$ cat src/rtl/y_weight_filter.sv
// y_weight_filter: 4-tap vertical polyphase filter, 3-stage valid/ready pipeline.
//   S1 registers the four signed tap products, S2 the signed sum, and S3 the
//   shifted, clamped output pixel.
//   Optional build macro Y_WEIGHT_ROUND_EN: adds a round-half-up offset before
//   the shift. Without the macro the shift truncates (floor).
module y_weight_filter #(
    parameter int IN_W    = 15,
    parameter int FRAC_IN = 7,
    parameter int OUT_W   = 8
) (
    input  logic             clk,
    input  logic             rst,
    input  logic             in_valid,
    output logic             in_ready,
    input  logic [IN_W-1:0]  in_0,
    input  logic [IN_W-1:0]  in_1,
    input  logic [IN_W-1:0]  in_2,
    input  logic [IN_W-1:0]  in_3,
    input  logic [1:0]       phase,
    output logic             out_valid,
    input  logic             out_ready,
    output logic [OUT_W-1:0] weight_sum
);

    localparam int PW = IN_W + 9;
    localparam int SW = IN_W + 11;
    localparam int SH = FRAC_IN + 7;
    localparam logic signed [SW-1:0] MAX_C = {{(SW-OUT_W){1'b0}}, {OUT_W{1'b1}}};
`ifdef Y_WEIGHT_ROUND_EN
    localparam logic signed [SW-1:0] RND_C = {{(SW-1){1'b0}}, 1'b1} << (FRAC_IN + 6);
`endif

    // Coefficient set {c3,c2,c1,c0}; 9-bit signed fields because +128 does not fit in 8.
    function automatic logic [35:0] coef_set_f(input logic [1:0] ph);
        logic [35:0] set_v;
        case (ph)
            2'd0:    set_v = {9'sd0,    9'sd0,   9'sd128, 9'sd0};
            2'd1:    set_v = {-9'sd3,   9'sd29,  9'sd111, -9'sd9};
            2'd2:    set_v = {-9'sd8,   9'sd72,  9'sd72,  -9'sd8};
            2'd3:    set_v = {-9'sd9,   9'sd111, 9'sd29,  -9'sd3};
            default: set_v = {9'sd0,    9'sd0,   9'sd128, 9'sd0};
        endcase
        return set_v;
    endfunction

    logic                    v1_r, v2_r, v3_r;
    logic                    load2_s, load3_s;
    logic [IN_W-1:0]         tap_s [4];
    logic [35:0]             coef_s;
    logic signed [PW-1:0]    prod_s [4];
    logic signed [PW-1:0]    prod_r [4];
    logic signed [SW-1:0]    sum_s;
    logic signed [SW-1:0]    sum_r;
    logic signed [SW-1:0]    rnd_s;
    logic signed [SW-1:0]    shift_s;
    logic [OUT_W-1:0]        clamp_s;

    // Handshake: each stage may load when it is empty or its content moves on.
    // in_ready is held low while reset is asserted.
    always_comb begin
        load3_s  = !v3_r || out_ready;
        load2_s  = !v2_r || load3_s;
        in_ready = rst && (!v1_r || load2_s);
    end

    // S1 datapath: multiply each tap (zero-extended) by its phase coefficient.
    always_comb begin
        tap_s[0] = in_0;
        tap_s[1] = in_1;
        tap_s[2] = in_2;
        tap_s[3] = in_3;
        coef_s   = coef_set_f(phase);
        for (int k = 0; k < 4; k++) begin
            prod_s[k] = PW'($signed({1'b0, tap_s[k]})) * PW'($signed(coef_s[9*k +: 9]));
        end
    end

    // S2 datapath: signed sum of the four registered products.
    always_comb begin
        sum_s = SW'(prod_r[0]) + SW'(prod_r[1]) + SW'(prod_r[2]) + SW'(prod_r[3]);
    end

    // S3 datapath: optional rounding offset, arithmetic shift, clamp to output range.
    always_comb begin
`ifdef Y_WEIGHT_ROUND_EN
        rnd_s = sum_r + RND_C;
`else
        rnd_s = sum_r;
`endif
        shift_s = rnd_s >>> SH;
        if (shift_s[SW-1]) begin
            clamp_s = {OUT_W{1'b0}};
        end else if (shift_s > MAX_C) begin
            clamp_s = {OUT_W{1'b1}};
        end else begin
            clamp_s = shift_s[OUT_W-1:0];
        end
    end

    // Stage valid bits; cleared asynchronously so in-flight results are discarded.
    always_ff @(posedge clk or negedge rst) begin
        if (!rst) begin
            v1_r <= 1'b0;
            v2_r <= 1'b0;
            v3_r <= 1'b0;
        end else begin
            if (in_ready) begin
                v1_r <= in_valid;
            end
            if (load2_s) begin
                v2_r <= v1_r;
            end
            if (load3_s) begin
                v3_r <= v2_r;
            end
        end
    end

    // S1/S2 data registers; no reset needed since the valid bits qualify them.
    always_ff @(posedge clk) begin
        if (in_ready && in_valid) begin
            prod_r <= prod_s;
        end
        if (load2_s && v1_r) begin
            sum_r <= sum_s;
        end
    end

    // S3 output register; holds its value while stalled.
    always_ff @(posedge clk or negedge rst) begin
        if (!rst) begin
            weight_sum <= {OUT_W{1'b0}};
        end else if (load3_s && v2_r) begin
            weight_sum <= clamp_s;
        end
    end

    assign out_valid = v3_r;

endmodule

$ cat config.mk
export PLATFORM = sky130hd
export DESIGN_NAME = y_weight_filter
export DESIGN_NICKNAME = d
export VERILOG_FILES = /design/src/rtl/y_weight_filter.sv
export SDC_FILE = /design/constraint.sdc
export NUM_CORES = 1
export LEC_CHECK = 0
export BUFFER_PORTS_ARGS = -buffer_cell sky130_fd_sc_hd__buf_2
export CAP_MARGIN = 10
export CORE_UTILIZATION = 60
export CTS_CLUSTER_SIZE = 20
export DETAILED_ROUTE_END_ITERATION = 12
export GPL_TIMING_DRIVEN = 0
export PLACE_DENSITY = 0.76
export SLEW_MARGIN = 0
export SYNTH_ARGS = -nofsm -noshare
export SYNTH_HDL_FRONTEND = slang
export SYNTH_SLANG_ARGS = --single-unit
$ cat constraint.sdc
create_clock -name clk -period 4.9 [get_ports clk]
set_input_delay 0.49 -clock clk [delete_from_list [all_inputs] [get_ports clk]]
set_output_delay 0.49 -clock clk [all_outputs]
set_load 0.02 [all_outputs]
# Yosys cells after proc, flatten, opt, wreduce, memory -nomap -nowiden
# Index checks and enable logic that the tools add are counted.
[op_classes]
shift = 0
eq_ne = 3
n_mux = 3
bitwise = 0
n_div = 0
multipliers = 4
add_sub_neg = 3
n_lt_le_gt_ge = 1
reduce_logical = 11
[op_table]
columns = ["operator", "n"]
rows = [
  ["$pmux 36 s4", 1],
  ["$mul 16x9->24", 4],
  ["$add 25x24->26", 1],
  ["$add 26x24->26", 1],
  ["$add 24x24->25", 1],
  ["$mux 8", 2],
  ["$gt 12x9->1 const B", 1],
  ["$eq 2x2->1 const B", 2],
  ["$logic_and 1x1->1", 4],
  ["$logic_not 1->1", 3],
  ["$logic_or 1x1->1", 3],
  ["$eq 2x1->1 const B", 1],
  ["$logic_not 2->1", 1],
]
[word_totals]
latchBits = 0
memories = 0
mem_bits_rw = 0
rom_bits = 0
register_bits = 133
elab_cells = 34
out_inout_bits = 10
in_bits = 66

# Depth between registers and ports, before layout
# Gate-level depths: netlist (run 1).
[logic_depth]
depth_word = 6
ltp_mapped = 26
ltp_nobuf = 23

# Worst setup path before layout (run 1)
# Ideal clock, no wire load.
[synth_timing]
path_type = "input -> register"
startpoint = "in phase[0]"
endpoint = "reg prod_r[23] (netlist bit), data pin"
setup_time_ns = 0.260
path_buffers = 4
t_arrival_ns = 6.454
setup_slack_ns = -1.814
path_stages = 25
required_time_ns = 4.640
path_cell_list = "clkbuf_1 > inv_1 > ha_1 > clkbuf_1 > clkbuf_1 > clkbuf_1 > nor2_1 > ha_1 > inv_1 > fa_1 > inv_1 > fa_1 > fa_1 > inv_1 > fa_1 > inv_1 > ha_1 > a21oi_2 > o21bai_1 > a2111o_1 > a311o_1 > a221o_1 > a221o_1 > a21oi_1 > xnor2_1"
[synth_rtl]
columns = ["element", "line_no", "source"]
rows = [
  ["from (decl)", "19", "input logic [1:0] phase,"],
  ["to (signal assigned)", "122", "prod_r <= prod_s;"],
  ["to (decl)", "51", "logic signed [PW-1:0] prod_r [4];"],
]

==> metrics.txt, run 1 <==
Required @ worst endpoint=5090 ps; DR pass1 iterations=6; initial antenna violation count=9; Final period util=122%; pin count of the biggest net entering global routing=62; gpl congestion=0.932; RSZ-0062 raised after global routing=true; clk_lat worst skew=440 ps; die height=187 um; initial DRC count=roughly 1100; Leak=12.3 nW; Final Util=73.3%; area share of fa/ha/maj cells after synthesis=51.6%; Clock Path Buffers=2; number of flops mapped to enable cells by yosys=between 100 and 150; Synth area leader=fa_1; FILL cells=~2300; total power per unit cell area=745 nW/um^2; largest family of logic cells by synthesized area=adder cells; worst-path maximum fanout=4; DRC viols=0; Area after DPL=between 20000 and 25000 sq um; CTS Buf Count=17; wire length per cell=20.6 um; layout cell share with drive strength beyond 1=19.9%; die area=34900 sq um; vias in the first global route=between 15000 and 20000; cell area after layout=24600 sq um; post-synthesis mux area share=0%; slew margin rel.=32.7%; synth warn=0; clk_skew=7.90 ps; Layout area overhead=20.0%; Fin Hold WS=353 ps; top cell type's share of synthesized area=35.0%; startpoint types=primary input; CTS Sinks=118; final hold violation count=0; Synth area leaders=fa_1, ha_1, edfxtp_1; Yosys cell types=52; placed cell count=2520; post-synthesis async set-or-reset flop share=a little under a tenth; Avg Synthesized Cell Area=around 10 sq um; Synth Area in Simple Gates=12.4%; H-Tree Depth=4; number of setup violations in the final report=44; worst vdd ir=0.495 mV; fin nets=2887; setup TNS=-21750 ps; Post-Syn Instances=2002; status=finished, violations left; final std cells w/o fill=2659; DRT Wirelength=~55 mm; detailed placer's ending HPWL=40.8 mm; gr ovfl total=0; PortBufs=69; first-pass GRT wire length=85.3 mm; core area=~34000 sq um; via/cell ratio=5.72; starting density of the core=61.1%; hold crit path type=in2reg; Pwr Total=between 15 and 20 mW; Total Routing Usage GR=roughly a third; CTS tree=yes; Mapped Nets=2698; Max Cap Violations=0; clock root buffer=clkbuf_16; Worst-path clk slew=60 ps; Synth Flop Type=edfxtp_1; crit end category=flop; Die Span X=187 um; num rows=67; WP data arrival=6180 ps; setup ws final=-1090 ps; # IOs=76; pre-CTS WS=-2580 ps; XOR/XNOR Fraction of Synth Area=approximately 4%; Compound-Gate Fraction of Synth Area=6.52%; Mapped Area=20500 sq um; WS Path Type=in2reg; failing checks=setup timing; Routed Antenna Nets=0; Slew Viols, Final=0; Final Critical Period=5990 ps; Register-to-Register Setup Slack=620 ps; via count=~15000; f_max=167 MHz; Seq/Total Area, Yosys=17.0%; Synth Register Bits=between 100 and 150; Worst-Margin Slew=1010 ps
per-layer routing:
layer	GRT usage, %	part of all wire [%]	up-vias	wire, um
met5	0	0.038	-	21
met4	16.0	5.4	4	2970
met2	54.7	50	635	27300
met1	39.3	38	7667	20800
met3	5.79	7.0	192	3850
li1	-	-	6711	-
area by class of cell:
class	instances	area (sq um)	area share, %
diodes	7	17.5	0.0712
plain buffers	48	515	2.10
clock buffers	19	454	1.85
clock inverters	13	119	0.483
inverters	409	1550	6.32
multi-input cells	1425	16600	67.3
flip-flops and latches	118	3490	14.2
well taps	448	561	2.28
repair buffers	172	1320	5.38
power breakdown:
part           total (mW)  internal [mW]  switching, mW  leakage (nW)
registers            2.38           2.12          0.267          1.14
clock network        1.24          0.732          0.507         0.289
logic                14.7           6.80           7.91          10.9
total                18.3           9.65           8.68          12.3
repair_timing:
item / 4_1_cts / 5_1_grt
endpoints found under the setup margin: 62 / 51
buffers inserted: 77 / 30
pin swaps: 88 / 76
endpoints found under the hold margin: 11 / 0
gates resized for setup: 240 / 97
hold buffers: 1 / 0
cells by family (layout without fill, tap and decap cells):
| group | Yosys count | after routing |
|---|---|---|
| AOI/OAI and AO/OA | 199 | 199 |
| xor gates and xnor gates | 94 | 94 |
| adders and majority gates | 630 | 630 |
| buffers and inverters | 459 | 661 |
| DFF | 118 | 118 |
| other | 0 | 7 |
| and+or+nand+nor | 502 | 502 |
registers in the layout (all words and copies together) (netlist names):
name,count
out_valid,1
v2_r,1
rnd_s,12
prod_r,95
weight_sum,8
v1_r,1
layout by cell type (no fill, tap or decap), types with 9 or more instances in the layout:
cell | netlist | layout
o21ai_0 | 30 | 14
and2_1 | 149 | 147
xnor2_1 | 73 | 62
clkbuf_1 | 46 | 13
xor2_1 | 21 | 19
fa_1 | 358 | 350
ha_4 | 0 | 33
and3_1 | 24 | 23
buf_2 | 1 | 70
inv_1 | 409 | 379
inv_2 | 0 | 27
nor2_1 | 113 | 100
clkbuf_16 | 0 | 27
nor2b_1 | 46 | 34
xnor2_2 | 0 | 10
clkbuf_8 | 0 | 11
buf_6 | 0 | 25
o21bai_1 | 11 | 11
a21oi_2 | 1 | 14
nor2b_4 | 0 | 10
buf_4 | 0 | 70
a21oi_4 | 0 | 9
a21o_1 | 36 | 36
nand2_1 | 114 | 99
dfrtp_1 | 11 | 11
a21oi_1 | 55 | 33
edfxtp_1 | 107 | 107
nor3_1 | 18 | 16
ha_1 | 272 | 235
critical path, cell delays in order:
cell and delay, ps:
buf_4 140, ha_4 150, clkbuf_8 150, clkbuf_16 130, buf_6 110, nand2_1 70
fa_1 540, inv_1 50, fa_1 510, fa_1 440, fa_1 500, inv_1 50
fa_1 500, inv_2 50, ha_4 250, a21oi_4 170, o21bai_1 120, a2111o_1 410
a311o_1 430, a221o_1 370, a221o_1 340, a21oi_2 130, xnor2_1 70
cells in the mapped netlist, types with 21 or more instances:
master,count
inv_1,409
fa_1,358
ha_1,272
and2_1,149
nand2_1,114
nor2_1,113
edfxtp_1,107
xnor2_1,73
a21oi_1,55
clkbuf_1,46
nor2b_1,46
a21o_1,36
o21ai_0,30
and3_1,24
xor2_1,21
path summary, 6_finish.rpt:
check | endpoint | start | cells after the start
worst min-delay path | out_valid$_DFFE_PN0P_ | out_ready | 3
worst min register to register | weight_sum[6]$_DFFE_PN0P_ | weight_sum[6]$_DFFE_PN0P_ | 2
worst max register to register | rnd_s[25]$_DFFE_PP_ | prod_r[12]$_DFFE_PP_ | 11
min in group asynchronous | weight_sum[1]$_DFFE_PN0P_ | rst | 2
max in group asynchronous | weight_sum[3]$_DFFE_PN0P_ | rst | 2
worst max-delay path | prod_r[23]$_DFFE_PP_ | phase[1] | 23
Power figures use the tool's default switching activity.
==> inputs of run 2 (changes only) <==
--- a/config.mk
+++ b/config.mk
@@ -5,7 +5,7 @@
 export SDC_FILE = /design/constraint.sdc
 export NUM_CORES = 1
 export LEC_CHECK = 0
-export BUFFER_PORTS_ARGS = -buffer_cell sky130_fd_sc_hd__buf_2
+export BUFFER_PORTS_ARGS = -buffer_cell sky130_fd_sc_hd__clkbuf_2
 export CAP_MARGIN = 10
 export CORE_UTILIZATION = 60
 export CTS_CLUSTER_SIZE = 20
==> metrics.txt, run 2 (synthesized netlist as in run 1, its figures left out) <==
Critical Path Max Stage Delay=490 ps (was 540 ps); clk_skew=7.68 ps (was 7.90 ps); pin count of the biggest net entering global routing=66 (was 62); gpl congestion=0.944 (was 0.932); initial antenna violation count=3 (was 9); Reg with most FFs=prod_r (unchanged); cell area after layout=24600 sq um (about the same); worst-path maximum fanout=10 (was 4); core area=33500 sq um (unchanged); f_max=169 MHz (was 167 MHz); # IOs=76 (unchanged); final std cells w/o fill=2655 (was 2659); gr ovfl total=0 (unchanged); DR pass1 iterations=6 (unchanged); hold crit path type=in2reg (unchanged); clk_lat worst skew=440 ps (about the same); slew margin rel.=31.1% (was 32.7%); sequential power share=12.8% (was 13.0%); WS Path Type=in2reg (unchanged); WP data arrival=6100 ps (was 6180 ps); RSZ-0062 raised after global routing=true (unchanged); CP max-delay cell=fa_1 (unchanged); Sw Ratio=47.3% (was 47.4%); Psw=8.77 mW (was 8.68 mW); setup ws final=-1010 ps (was -1090 ps); clock root buffer=clkbuf_16 (unchanged); Worst-Margin Slew=1030 ps (was 1010 ps); DRC viols=0 (unchanged); final hold violation count=0 (unchanged); via count=15100 (was 15200); DRT Wirelength=55.3 mm (was 54.9 mm); Total Routing Usage GR=31.5% (was 32.1%); Routed Antenna Nets=0 (unchanged); die area=34900 sq um (unchanged); initial DRC count=852 (was 1063); PortBufs=69 (unchanged); Leak=12.3 nW (about the same); critical path, cell by cell=clkbuf_2 > ha_4 > clkbuf_8 > buf_4 > and2_1 > fa_2 > fa_1 > ha_1 > inv_1 > fa_1 > inv_1 > ha_1 > ha_2 > fa_2 > a21o_1 > a21oi_4 > o21bai_2 > a2111o_1 > a311o_1 > a221o_1 > a221o_1 > a21oi_2 > xnor2_1 (was buf_4 > ha_4 > clkbuf_8 > clkbuf_16 > buf_6 > nand2_1 > fa_1 > inv_1 > fa_1 > fa_1 > fa_1 > inv_1 > fa_1 > inv_2 > ha_4 > a21oi_4 > o21bai_1 > a2111o_1 > a311o_1 > a221o_1 > a221o_1 > a21oi_2 > xnor2_1); CTS Sinks=118 (unchanged); failing checks=setup timing (unchanged); CTS tree=yes (unchanged); Clock Path Buffers=2 (unchanged); num rows=67 (unchanged); Layout area overhead=20.2% (was 20.0%); commonest non-fill, non-tap cell in the layout=inv_1 (unchanged); starting density of the core=61.1% (unchanged); crit end category=flop (unchanged); startpoint types=primary input (unchanged); Comb power frac=80.6% (was 80.2%); worst vdd ir=0.522 mV (was 0.495 mV); wire length per cell=20.8 um (was 20.6 um); Final period util=121% (was 122%); Slew Viols, Final=0 (unchanged); die height=187 um (unchanged); Final Critical Period=5910 ps (was 5990 ps); first-pass GRT wire length=83.8 mm (was 85.3 mm); via/cell ratio=5.69 (was 5.72); FILL cells=2256 (was 2270); fin nets=2887 (unchanged); Required @ worst endpoint=5090 ps (about the same); max reg flops=95 (unchanged); Max Cap Violations=0 (unchanged); pre-CTS WS=-2540 ps (was -2580 ps); Worst-path clk slew=60 ps (about the same); total power per unit cell area=753 nW/um^2 (was 745 nW/um^2); Die Span X=187 um (unchanged); Area after DPL=21700 sq um (unchanged); clock power share=6.5% (was 6.8%); H-Tree Depth=4 (unchanged); setup TNS=-23220 ps (was -21750 ps); placed cell count=2520 (unchanged); layout cell share with drive strength beyond 1=20.4% (was 19.9%); most frequent cells in the layout=inv_1, fa_1, ha_1 (unchanged); detailed placer's ending HPWL=41.2 mm (was 40.8 mm); Internal Power=9.77 mW (was 9.65 mW); vias in the first global route=16100 (was 16300); number of setup violations in the final report=49 (was 44); CTS Buf Count=17 (unchanged); status=finished, violations left (unchanged)
-- run 2: cell types whose count changed in the layout (fill, tap and decap cells not counted), sizes merged --
cell,before,now
clkinvlp,1,4
inv,414,411
bufinv,1,0
diode,7,3
clkbuf,61,126
buf,177,113
-- run 2: worst paths after layout --
path / slack, ps / to / depth (start not counted) / startpoint
max in group asynchronous: 4200 / weight_sum[6]$_DFFE_PN0P_ / 2 / rst
min in group asynchronous: 470 / weight_sum[4]$_DFFE_PN0P_ / 2 / rst
setup reg to reg: 610 / rnd_s[25]$_DFFE_PP_ / 11 / prod_r[12]$_DFFE_PP_
hold reg to reg: 480 / weight_sum[4]$_DFFE_PN0P_ / 2 / weight_sum[4]$_DFFE_PN0P_
setup / recovery: -1010 / prod_r[23]$_DFFE_PP_ / 23 / phase[1]
hold / removal: 350 / out_valid$_DFFE_PN0P_ / 3 / out_ready
-- run 2: power by group through the flow --
stage          registers (mW)  logic (mW)  clock network (mW)
2_1_floorplan            2.32        8.53                   0
3_3_place_gp             2.39        10.8                   0
3_5_place_dp             2.39        11.2                   0
4_1_cts                  2.38        13.2                1.23
5_1_grt                  2.42        16.3                1.26
6_report                 2.38        14.9                1.21
-- run 2: per-stage QoR --
step                hold slack, ps  total power, mW  utilization [%]
floorplan                      194             10.9                -
global placement               371             13.1             64.5
detailed placement             384             13.6             64.6
CTS                            331             16.8             71.3
global route                   389             19.9             73.4
finish                         350             18.5             73.4
-- run 2: metal layers --
metal,wire length (um),share of wire (%),global-route usage [%]
met2,28000,51,54.7
met1,21100,38,39.2
met5,0,0,0
met3,3280,5.9,4.33
met4,2940,5.3,14.6
-- run 2: area by class of cell --
type | count | area (sq um) | area share [%]
plain buffers | 47 | 480 | 1.95
flip-flops and latches | 118 | 3490 | 14.2
diodes | 3 | 7.51 | 0.0305
clock inverters | 12 | 90.1 | 0.366
clock buffers | 20 | 489 | 1.99
inverters | 409 | 1550 | 6.30
multi-input cells | 1425 | 16600 | 67.5
well taps | 448 | 561 | 2.28
repair buffers | 173 | 1320 | 5.37
-- run 2: critical path, delay by kind of cell --
family / cells / cell delay [ps]
adders and majority gates: 8 / 2660
buffers and inverters: 5 / 610
xor gates and xnor gates: 1 / 80
AOI/OAI and AO/OA: 8 / 2050
and+or+nand+nor: 1 / 190
-- run 2: repair_timing --
action | in CTS | in global routing
endpoints found under the setup margin | 62 | 52
gates resized for setup | 223 | 115
buffers inserted | 73 | 37
hold buffers | 1 | 0
hold endpoints to repair | 11 | 0
pin swaps | 79 | 90
gates cloned | 1 | 0
